`src/rtl/data_mem_responder.sv`:
```
// data_mem_responder
//   Single-outstanding word memory responder with a fixed request-to-response
//   latency. A request is accepted in IDLE. It waits LATENCY cycles (WAIT),
//   then presents a response (RESP) until the initiator consumes it.
//
// Ports
//   clk          clock, all state updates on the rising edge
//   rst          asynchronous active-high reset (also clears the storage array)
//   req_valid    initiator presents a request
//   req_ready    responder can accept (IDLE and not in reset)
//   req_write    1 = write, 0 = read
//   req_address  byte address (must be word aligned and below WORDS*4)
//   req_wdata    write data
//   req_strobe   per-byte write enables
//   rsp_valid    response available
//   rsp_ready    initiator consumes the response
//   rsp_rdata    read data (0 for writes, errors and when no response)
//   rsp_error    misaligned or out-of-range request
module data_mem_responder #(
  parameter int WORDS   = 64,
  parameter int LATENCY = 2
) (
  input  logic        clk,
  input  logic        rst,
  input  logic        req_valid,
  output logic        req_ready,
  input  logic        req_write,
  input  logic [31:0] req_address,
  input  logic [31:0] req_wdata,
  input  logic [3:0]  req_strobe,
  output logic        rsp_valid,
  input  logic        rsp_ready,
  output logic [31:0] rsp_rdata,
  output logic        rsp_error
);

  localparam int AW = $clog2(WORDS);
  localparam logic [3:0] CNT_LOAD = (LATENCY >= 2) ? 4'(LATENCY - 2) : 4'd0;

  typedef enum logic [1:0] {
    IDLE,
    WAIT,
    RESP
  } state_t;

  state_t      state, next_state;
  logic [3:0]  cnt, next_cnt;

  logic        cap_write;
  logic [31:0] cap_address;
  logic [31:0] cap_wdata;
  logic [3:0]  cap_strobe;

  logic [31:0] mem [WORDS];
  logic [31:0] rdata_q;
  logic        error_q;

  logic        accept;
  logic        enter_resp;
  logic        ex_write;
  logic [31:0] ex_address;
  logic [31:0] ex_wdata;
  logic [3:0]  ex_strobe;
  logic        ex_error;
  logic [AW-1:0] ex_index;

  // Ready depends only on the state register; it is also held low while reset
  // is asserted.
  assign req_ready = (state == IDLE) && !rst;
  assign accept    = req_valid && req_ready;

  // The access runs on the edge that enters RESP. With LATENCY=1 that edge is
  // the accept edge itself, so the live request fields are used. Otherwise
  // the captured copy is used.
  always_comb begin
    ex_write   = cap_write;
    ex_address = cap_address;
    ex_wdata   = cap_wdata;
    ex_strobe  = cap_strobe;
    if (LATENCY == 1) begin
      ex_write   = req_write;
      ex_address = req_address;
      ex_wdata   = req_wdata;
      ex_strobe  = req_strobe;
    end
  end

  assign ex_error = (ex_address[1:0] != 2'b00) ||
                    ({2'b00, ex_address[31:2]} >= 32'(WORDS));
  assign ex_index = ex_address[AW+1:2];

  // Next-state and counter logic
  always_comb begin
    next_state = state;
    next_cnt   = cnt;
    case (state)
      IDLE: begin
        if (accept) begin
          if (LATENCY == 1) begin
            next_state = RESP;
          end else begin
            next_state = WAIT;
            next_cnt   = CNT_LOAD;
          end
        end
      end
      WAIT: begin
        if (cnt == 4'd0) begin
          next_state = RESP;
        end else begin
          next_cnt = cnt - 4'd1;
        end
      end
      RESP: begin
        if (rsp_ready) begin
          next_state = IDLE;
        end
      end
      default: begin
        next_state = IDLE;
        next_cnt   = 4'd0;
      end
    endcase
  end

  assign enter_resp = (next_state == RESP) && (state != RESP);

  // State register and latency counter
  always_ff @(posedge clk or posedge rst) begin
    if (rst) begin
      state <= IDLE;
      cnt   <= 4'd0;
    end else begin
      state <= next_state;
      cnt   <= next_cnt;
    end
  end

  // Request capture on accept
  always_ff @(posedge clk or posedge rst) begin
    if (rst) begin
      cap_write   <= 1'b0;
      cap_address <= 32'd0;
      cap_wdata   <= 32'd0;
      cap_strobe  <= 4'd0;
    end else if (accept) begin
      cap_write   <= req_write;
      cap_address <= req_address;
      cap_wdata   <= req_wdata;
      cap_strobe  <= req_strobe;
    end
  end

  // Response registers. They are loaded entering RESP and cleared when the
  // response is consumed. Read data samples the array before this edge's
  // write, but a read never writes anyway.
  always_ff @(posedge clk or posedge rst) begin
    if (rst) begin
      rdata_q <= 32'd0;
      error_q <= 1'b0;
    end else if (enter_resp) begin
      error_q <= ex_error;
      rdata_q <= (!ex_write && !ex_error) ? mem[ex_index] : 32'd0;
    end else if ((state == RESP) && rsp_ready) begin
      rdata_q <= 32'd0;
      error_q <= 1'b0;
    end
  end

  // Storage array. Byte-strobed writes happen only for legal addresses. It is
  // cleared on reset, so a write aborted by reset leaves no trace.
  always_ff @(posedge clk or posedge rst) begin
    if (rst) begin
      for (int i = 0; i < WORDS; i++) begin
        mem[i] <= 32'd0;
      end
    end else if (enter_resp && ex_write && !ex_error) begin
      for (int b = 0; b < 4; b++) begin
        if (ex_strobe[b]) begin
          mem[ex_index][8*b +: 8] <= ex_wdata[8*b +: 8];
        end
      end
    end
  end

  assign rsp_valid = (state == RESP);
  assign rsp_rdata = rsp_valid ? rdata_q : 32'd0;
  assign rsp_error = rsp_valid && error_q;

endmodule

```
`config.mk`:
```
export PLATFORM = sky130hd
export DESIGN_NAME = data_mem_responder
export DESIGN_NICKNAME = d
export VERILOG_FILES = /design/src/rtl/data_mem_responder.sv
export SDC_FILE = /design/constraint.sdc
export NUM_CORES = 2
export LEC_CHECK = 0
export BUFFER_PORTS_ARGS = -buffer_cell sky130_fd_sc_hd__buf_2
export CORE_UTILIZATION = 33
export CTS_BUF_LIST = sky130_fd_sc_hd__clkbuf_16
export CTS_CLUSTER_DIAMETER = 60
export DETAILED_ROUTE_END_ITERATION = 8
export PLACE_DENSITY = 0.51
export SETUP_SLACK_MARGIN = 0.3
export SLEW_MARGIN = 20
export SYNTH_ARGS = -nofsm -noshare
export SYNTH_HDL_FRONTEND = slang
export SYNTH_SLANG_ARGS = --single-unit
```
`constraint.sdc`:
```
create_clock -name clk -period 196.6 [get_ports clk]
set_clock_uncertainty 0.05 [all_clocks]
set_input_delay 29.49 -clock clk [delete_from_list [all_inputs] [get_ports clk]]
set_output_delay 29.49 -clock clk [all_outputs]
set_load 0.02 [all_outputs]
```
==> run metrics <==
initial detailed-routing violation count 4977; Sum Neg Setup Slack 0 ps; TritonCTS clock tree built; slew at the pin with the worst max-slew slack 1210 ps; FP Rows 203; Seq. cell area 54000 sq um; Synth Register Bits 2156; Residual DRC 0; core footprint 307000 sq um; postcts setup bufs 0; top-area cell type share of the netlist area 0.529; Port Buffer Count 107; Die Span X 558 um; routed len/inst 31.4 um; Maximum Capacitance Violations 0; CP Max Fanout 2; crit path cell chain buf_2, nor3_1, buf_2; Vias/cell 5.53; clk slew on worst S/H paths 60 ps; maximum VDD drop 0.00000922 V; Post-synth EDFFs 0; cell count after synthesis 6993; Worst Hold Class reg2reg; synth unique cells 78; Placed Area 107000 sq um; Chip Height 558 um; first-pass GRT wire length 514 mm; Seq pwr share 0.387; H-tree depth 5; final setup fails 0; Tcrit/Tclk final 0.303; YS warnings 0; GR Overflow Total 0; Area contributors post-synth dfrtp_1 53%, mux2_1 21%, nand2_8 4.7%; Switching Fraction 0.341; Clock power frac 0.407; most instantiated cells after synthesis 2156 x dfrtp_1, 1921 x mux2_1, 357 x mux2_2; Yosys top cell by area dfrtp_1; initial antenna violation count 28; post_cts resized 0; CTS Buf Count 270; crit path kind in2out; die area 311000 sq um; GRT Overall Usage 0.229; CP Launch Type input pin; Seq/Total Area, Yosys 0.529; top_reg_cell synth dfrtp_1; Comb pwr share 0.206; most used cell, CP buf_2; Mapped Area 102000 sq um; clock tree buffer depth 4; CTS sink count 2156; Final nets 7089; Pint 777 uW; Syn Area/Cell 14.6 sq um; largest net degree at the start of global routing 169; vias post-DR 62600; worst skew pair latency 930 ps; clock root buffer clkbuf_16; pwr dens 10.2 nW/um^2; Critical Path End Type output pin; I/O pin cnt 108; Total Wirelength 356 mm; final slew viol count 0; most numerous cell in the Yosys netlist dfrtp_1; CTS Hold Bufs 0; Req. time, crit path 167060 ps; Leakage 55.5 nW; Multi-input gate area 45500 sq um; Layout area overhead 13.1%; P_sw 403 uW; critical path arrival 30030 ps; Fillers 28900; crit-path max cell delay 210 ps; RSZ-0062 raised after global routing false; initial cell density of the core 0.333; Rel. slew slack 0.193; post-synthesis async set-or-reset flop share 1.00; Synthesized Nets 7068; drt pass-1 iters 7; vias in the first global route 65800; Final Hold Fails 0; fraction of layout cells with a size suffix above 1 0.225; fin area 115000 sq um; ANT nets after route 0; routability cong. 0.810; status finished clean; dpl hpwl 230 mm; Final min period 59570 ps; max frequency 16.8 MHz; worst-path cell with the longest stage delay buf_2
==> state kept, by name, summed over array words and instances, names as in the netlist <==
signal / cells
cap_address: 32
cap_strobe: 4
cap_wdata: 32
cap_write: 1
cnt: 4
error_q: 1
mem: 2048
rdata_q: 32
state: 2
==> logic make-up after synthesis <==
group | synth area share
xor gates and xnor gates | 0.000172
and+or+nand+nor | 0.0733
muxes | 0.310
buffers and inverters | 0.0276
AOI/OAI and AO/OA | 0.0604
DFF | 0.529
adders and majority gates | 0.000245
==> stage by stage <==
stage	total power [mW]	hold slack, ps	util	cells	worst slack (ps)
floorplan	0.590	390	-	6993	106150
global placement	0.706	412	0.348	10800	137010
detailed placement	0.707	413	0.348	10800	137020
CTS	1.19	426	0.376	11300	137020
global route	1.22	444	0.376	11300	136960
finish	1.18	423	0.376	11300	137030
==> final timing paths <==
kind | start | end | slack, ps | depth (start not counted)
worst max-delay path | rst | req_ready | 137030 | 3
worst min-delay path | rdata_q[5]$_DFFE_PP0P_ | rdata_q[5]$_DFFE_PP0P_ | 420 | 2
min in group asynchronous | rst | cap_address[26]$_DFFE_PP0P_ | 28580 | 2
max in group asynchronous | rst | mem[1583]$_DFFE_PP0P_ | 162750 | 9
worst max register to register | cap_address[4]$_DFFE_PP0P_ | mem[2026]$_DFFE_PP0P_ | 190380 | 11
worst min register to register | rdata_q[5]$_DFFE_PP0P_ | rdata_q[5]$_DFFE_PP0P_ | 420 | 2
==> power groups by stage <==
stage          registers (mW)  logic (mW)  clock network (mW)
2_1_floorplan           0.459       0.131                   0
3_3_place_gp            0.464       0.242                   0
3_5_place_dp            0.464       0.243                   0
4_1_cts                 0.456       0.243               0.489
5_1_grt                 0.457       0.252               0.507
6_report                0.456       0.243               0.480
==> placed cells by master (no fill, tap or decap), types with 129 or more instances in the layout <==
cell	instances
buf_4	177
clkbuf_16	274
dfrtp_1	2121
mux2_1	1921
mux2_2	357
mux2i_1	141
mux4_2	201
nand2_1	179
nand2_8	240
o21ai_0	129
o221ai_1	130
o22ai_1	263
==> metal layers <==
metal / vias to the layer above / wire length, um / global-route usage
met5: - / 0 / 0
met4: 0 / 15500 / 0.0917
met3: 576 / 19100 / 0.0352
met2: 1751 / 162000 / 0.357
met1: 34300 / 160000 / 0.319
li1: 26100 / - / -
==> critical path: cells and delay by family <==
kind | cells | cell delay, ps
and+or+nand+nor | 1 | 190
buffers and inverters | 2 | 350
==> area by class of cell <==
cell class,count,share of cell area
multi-input combinational,4266,0.395
tap,4100,0.0444
inverter,22,0.000846
clock buffer,274,0.0594
sequential,2156,0.468
clock inverter,205,0.0140
timing repair buffer,298,0.0187
antenna,12,0.000260
(Power assumes the default switching activity.)
